==> src/rtl/cond_pkg.sv <==
// Shared definitions for the conditional-execution unit: ARM condition codes,
// NZCV bit positions and the exception-banking FSM states.
package cond_pkg;

    typedef enum logic [3:0] {
        COND_EQ = 4'd0,
        COND_NE = 4'd1,
        COND_CS = 4'd2,
        COND_CC = 4'd3,
        COND_MI = 4'd4,
        COND_PL = 4'd5,
        COND_VS = 4'd6,
        COND_VC = 4'd7,
        COND_HI = 4'd8,
        COND_LS = 4'd9,
        COND_GE = 4'd10,
        COND_LT = 4'd11,
        COND_GT = 4'd12,
        COND_LE = 4'd13,
        COND_AL = 4'd14,
        COND_NV = 4'd15
    } cond_e;

    localparam int FLAG_N = 3;
    localparam int FLAG_Z = 2;
    localparam int FLAG_C = 1;
    localparam int FLAG_V = 0;

    typedef enum logic {
        NORM = 1'b0,
        EXC  = 1'b1
    } state_e;

endpackage

==> src/rtl/cond_eval.sv <==
// Purely combinational ARM condition evaluator: maps the 4-bit condition
// field and the current NZCV flags to a pass/fail bit.
module cond_eval
    import cond_pkg::*;
(
    input  logic [3:0] Cond,
    input  logic [3:0] Flags,
    output logic       CondEx
);

    logic n, z, c, v;

    assign n = Flags[FLAG_N];
    assign z = Flags[FLAG_Z];
    assign c = Flags[FLAG_C];
    assign v = Flags[FLAG_V];

    // NOTE: give every always_comb output a value before the case so no path leaves it unassigned (no latch).
    always_comb begin
        CondEx = 1'b0;
        case (Cond)
            COND_EQ: CondEx = z;
            COND_NE: CondEx = ~z;
            COND_CS: CondEx = c;
            COND_CC: CondEx = ~c;
            COND_MI: CondEx = n;
            COND_PL: CondEx = ~n;
            COND_VS: CondEx = v;
            COND_VC: CondEx = ~v;
            COND_HI: CondEx = c & ~z;
            COND_LS: CondEx = ~c | z;
            COND_GE: CondEx = (n == v);
            COND_LT: CondEx = (n != v);
            COND_GT: CondEx = ~z & (n == v);
            COND_LE: CondEx = z | (n != v);
            COND_AL: CondEx = 1'b1;
            COND_NV: CondEx = 1'b0;
        endcase
    end

endmodule

==> src/rtl/cond_unit.sv <==
// Conditional-execution unit: NZCV flag register, condition gating of decoder
// strobes and a saturating squash counter. COND_UNIT_SAVED_FLAGS_EN adds flag banking across exceptions.
module cond_unit
    import cond_pkg::*;
#(
    parameter int CNT_W = 16
) (
    input  logic             clk,
    input  logic             reset,
    input  logic [3:0]       Cond,
    input  logic [3:0]       ALUFlags,
    input  logic [1:0]       FlagW,
    input  logic             PCS,
    input  logic             RegW,
    input  logic             MemW,
    input  logic             NoWrite,
    input  logic             instr_valid,
    input  logic             cnt_clr,
`ifdef COND_UNIT_SAVED_FLAGS_EN
    input  logic             ExcEntry,
    input  logic             ExcReturn,
    output logic [3:0]       SavedFlags,
    output logic             in_exc,
`endif
    output logic             PCSrc,
    output logic             RegWrite,
    output logic             MemWrite,
    output logic             CondEx,
    output logic [3:0]       Flags,
    output logic [CNT_W-1:0] squash_count
);

    localparam logic [CNT_W-1:0] CNT_MAX = '1;

    logic       exec;
    logic [3:0] flags_wr;

    cond_eval u_eval (
        .Cond   (Cond),
        .Flags  (Flags),
        .CondEx (CondEx)
    );

    assign exec     = instr_valid & CondEx;
    assign PCSrc    = PCS & exec;
    assign RegWrite = RegW & exec & ~NoWrite;
    assign MemWrite = MemW & exec;

    // Flag value an executing instruction would leave; N/Z and C/V load independently.
    always_comb begin
        flags_wr = Flags;
        if (exec) begin
            if (FlagW[1]) begin
                flags_wr[FLAG_N] = ALUFlags[FLAG_N];
                flags_wr[FLAG_Z] = ALUFlags[FLAG_Z];
            end
            if (FlagW[0]) begin
                flags_wr[FLAG_C] = ALUFlags[FLAG_C];
                flags_wr[FLAG_V] = ALUFlags[FLAG_V];
            end
        end
    end

`ifdef COND_UNIT_SAVED_FLAGS_EN
    state_e state;

    assign in_exc = (state == EXC);

    // NOTE: state registers use non-blocking assignments so every flop samples pre-edge values.
    always_ff @(posedge clk or negedge reset) begin
        if (!reset) begin
            state      <= NORM;
            Flags      <= 4'b0000;
            SavedFlags <= 4'b0000;
        end else begin
            case (state)
                NORM: begin
                    if (ExcEntry) begin
                        SavedFlags <= Flags;
                        state      <= EXC;
                    end else begin
                        Flags <= flags_wr;
                    end
                end
                EXC: begin
                    // Restoring the banked flags takes priority over this cycle's ALU write.
                    if (ExcReturn) begin
                        Flags <= SavedFlags;
                        state <= NORM;
                    end else begin
                        Flags <= flags_wr;
                    end
                end
                default: state <= NORM;
            endcase
        end
    end
`else
    // NOTE: state registers use non-blocking assignments so every flop samples pre-edge values.
    always_ff @(posedge clk or negedge reset) begin
        if (!reset) begin
            Flags <= 4'b0000;
        end else begin
            Flags <= flags_wr;
        end
    end
`endif

    always_ff @(posedge clk or negedge reset) begin
        if (!reset) begin
            squash_count <= '0;
        end else if (cnt_clr) begin
            squash_count <= '0;
        end else if (instr_valid && !CondEx && squash_count != CNT_MAX) begin
            squash_count <= squash_count + CNT_W'(1);
        end
    end

endmodule

==> config.mk <==
export PLATFORM = sky130hd
export DESIGN_NAME = cond_unit
export DESIGN_NICKNAME = d
export VERILOG_FILES = /design/src/rtl/cond_pkg.sv /design/src/rtl/cond_eval.sv /design/src/rtl/cond_unit.sv
export SDC_FILE = /design/constraint.sdc
export NUM_CORES = 1
export LEC_CHECK = 0
export ABC_AREA = 1
export CELL_PAD_IN_SITES_DETAIL_PLACEMENT = 0
export CELL_PAD_IN_SITES_GLOBAL_PLACEMENT = 2
export CORE_MARGIN = 2
export CORE_UTILIZATION = 25
export DETAILED_ROUTE_END_ITERATION = 10
export PLACE_DENSITY_LB_ADDON = 0.15
export SETUP_SLACK_MARGIN = 0.15
export SYNTH_ARGS = -nofsm -noshare
export SYNTH_HDL_FRONTEND = slang
export SYNTH_SLANG_ARGS = --single-unit
==> constraint.sdc <==
create_clock -name clk -period 1.9 [get_ports clk]
set_input_delay 0.38 -clock clk [delete_from_list [all_inputs] [get_ports clk]]
set_output_delay 0.38 -clock clk [all_outputs]
set_load 0.02 [all_outputs]
==> results.ini <==
[placed_design]
detailed_place.area_um2=2190
place.gp.congestion=0.833
place_hpwl_um=3380
i_o_buffers=41

[clock_network]
clkSinkCount=20
cts-root-buf=sky130_fd_sc_hd__clkbuf_8
hold_buffers=0
htree_depth=1
cts_made_buffers=3
clkTransAtPathRegs_ns=0.08
clock_tree_from_tritoncts=yes
clock_insertion_delay_worst_skew_ns=0.26
cts_max_path_buffers=2

[setup_path]
worst_r2r_path_depth=12
crit_path_max_fanout=5
worst_flop_to_flop_path_endpoint=squash_count[6]$_DFFE_PN0P_
critPathKind=flip-flop to output port
timing.reg2reg.setup_slack_ns=0.13
worstReg2RegStart=squash_count[1]$_DFFE_PN0P_
timing.critical_path.from=Flags[0]$_DFFE_PN0P_
critical_path_required_ns=1.52
worstSetupStartpointType=flip-flop
end_kind=output port
worst_ep_arrival_time_ns=1.71
crit_end=MemWrite

[yosys]
synth.ff_latch_count=20
synth_top_cells_by_count=sky130_fd_sc_hd__nand2_1 (72), sky130_fd_sc_hd__nand3_1 (28), sky130_fd_sc_hd__nor2_1 (26)
syn_nets=235
post-synth-top-area-cell=sky130_fd_sc_hd__dfrtp_1
yosysTopAreaCellShare_pct=33.9
yosys_warnings=0
synth_most_common_cell=sky130_fd_sc_hd__nand2_1
share_of_the_yosys_chip_area_belonging_to_registers_pct=33.9
synth.area.top_cells=sky130_fd_sc_hd__dfrtp_1 (34%), sky130_fd_sc_hd__nand2_1 (18%), sky130_fd_sc_hd__nand3_1 (9.5%)
netlist_area_um2=1480
syn_inst=216
netlist-cell-type-count=29
ys_dominant_reg_cell=sky130_fd_sc_hd__dfrtp_1
async_reset_ff_share_pct=100
number_of_enable_type_register_cells_in_the_synthesized_netlist=0
synth.avg_cell_area_um2=6.83

[sta]
slew_headroom_pct=78.7
minimum_clock_period_ns=2.09
worstMarginPinSlew_ns=0.317
period_utilisation_layout_pct=110
clock.fmax_ghz=0.479
postLayoutSetupSlackWorst_ns=-0.189
count_of_pins_over_their_slew_limit=0
worst_clock_skew_on_the_final_layout_ns=0.00542
finalHoldWorstSlack_ns=0.464
setup_total_negative_slack_ns=-0.637
setup_repair_after_global_routing_missed_its_margin=true
hold_violations=0
setup_viol=4

[flow_run]
max-cap-violations=0

[floorplanning]
dieHeight_um=80.8
floorplan.rows=27
floorplan.die_area_um2=6530
core_area_um2=5610
start_util_pct=26.3
die_width_um=80.8
pin_count=42

[status]
failed_checks=setup timing
outcome=finished, violations left

[grt]
groute.usage.overall_pct=14.3
grt_pass1_vias=1417
grt_start_max_net_pins=21
grt_overflow_total=0
grt_antenna_before_repair=0
grt_first_pass_wirelength_um=7140

[route]
initialDrtViolationCount=69
drt-pass1-iter-count=4
via_count=1644
viasPerCell=4.58
finalWirelength_um=4570
drc=0
post_dr_wirelength_cell_um=12.7
antenna_left=0

[layout]
fillerInstances=619
multi_input_comb_area_um2=1000
layout.area.seq_um2=507
num_antenna_cells=0
ratio_of_cells_with_drive_above_1_in_the_final_layout_pct=33.8
final_nets=307
synthToLayoutAreaGrowth_pct=63.4
stdcell_area_um2=2410

[pwr]
p_leak_nw=1.26
report.power.total_mw=1.88
power_density_nw_per_um2=780
vdd_ir_drop_max_v=0.000299

[worst_hold_path]
hp-class=primary input to async pin

-- logic make-up (layout without fill, tap and decap cells) --
| group | Yosys count | in the layout | synth area share (%) |
|---|---|---|---|
| xor gates and xnor gates | 6 | 6 | 3.56 |
| AOI/OAI and AO/OA | 11 | 11 | 4.41 |
| DFF | 20 | 20 | 33.9 |
| buffers and inverters | 29 | 100 | 10.1 |
| and+or+nand+nor | 149 | 149 | 47.2 |
| adders and majority gates | 1 | 1 | 0.848 |
-- cell type report --
type                            count  share of cell area [%]
Timing Repair Buffer               73                    27.7
Multi-Input combinational cell    167                    41.7
Tap cell                           72                    3.74
Clock buffer                        4                    2.28
Sequential cell                    20                    21.0
Inverter                           23                    3.58
-- worst max-delay path, cell delays in order, from the launching register on --
cell                      delay (ns)
sky130_fd_sc_hd__dfrtp_2        0.45
sky130_fd_sc_hd__inv_2          0.09
sky130_fd_sc_hd__buf_6          0.09
sky130_fd_sc_hd__a21oi_1        0.05
sky130_fd_sc_hd__nand2_1        0.06
sky130_fd_sc_hd__nand4_1        0.13
sky130_fd_sc_hd__nor2_4         0.15
sky130_fd_sc_hd__nand3_4        0.13
sky130_fd_sc_hd__nand2_4        0.11
sky130_fd_sc_hd__nor2_4         0.05
sky130_fd_sc_hd__buf_6          0.12
-- how the worst min path moves through the flow --
stage | startpoint | slack (ns) | endpoint
detailed placement | squash_count[13]$_DFFE_PN0P_ | 0.55 | squash_count[13]$_DFFE_PN0P_
floorplan | reset | 0.08 | Flags[0]$_DFFE_PN0P_
CTS | reset | 0.47 | squash_count[2]$_DFFE_PN0P_
finish | reset | 0.46 | squash_count[2]$_DFFE_PN0P_
global route | reset | 0.47 | squash_count[2]$_DFFE_PN0P_
global placement | squash_count[12]$_DFFE_PN0P_ | 0.55 | squash_count[12]$_DFFE_PN0P_
-- flip-flops by register name, summed over array words and instances (netlist names) --
signal        count
squash_count     16
Flags             4
-- what timing repair did --
item	in CTS	in global routing
setup buffers	2	0
cloned	0	1
gates resized for setup	42	39
endpoints found under the setup margin	30	25
pin swaps	9	30
-- placed cells by master, fill, tap and decap left out, drive strengths merged --
cell	synthesis	layout
nand2	78	78
buf	3	36
nand3	31	31
nor2	29	29
clkdlybuf4s50	0	22
inv	22	22
dfrtp	20	20
nand4	9	9
dlygate4sd2	0	8
dlymetal6s2s	0	5
clkbuf	1	4
a21oi	3	3
xnor2	3	3
xor2	3	3
o21ai	3	3
nor3b	2	2
o22ai	2	2
clkdlybuf4s15	0	2
clkinv	1	1
a31oi	1	1
a311oi	1	1
a211oi	1	1
ha	1	1
-- layer usage --
metal | global-route usage [%] | part of all wire, % | wire length [µm] | up-vias
met5 | 0 | 0 | 0 | -
met4 | 3.73 | 1.2 | 53 | 0
met3 | 2.33 | 4.3 | 195 | 6
met2 | 21.6 | 44 | 2020 | 37
met1 | 21.2 | 50 | 2300 | 764
li1 | - | - | - | 837
-- per-stage QoR --
stage | util [%] | std cells | worst slack, ns
global placement | 39.1 | 352 | -0.842
global route | 43.0 | 359 | -0.303
detailed placement | 39.1 | 352 | -0.866
CTS | 40.8 | 358 | -0.202
floorplan | - | 216 | 0.118
finish | 43.0 | 359 | -0.189
-- power breakdown --
part	total [mW]	leakage (nW)	switching, mW	internal, mW
clock	0.340	0.0288	0.155	0.185
combinational	0.972	0.966	0.535	0.437
sequential	0.566	0.265	0.0758	0.491
Note: power is estimated with default switching activity, not from simulation.
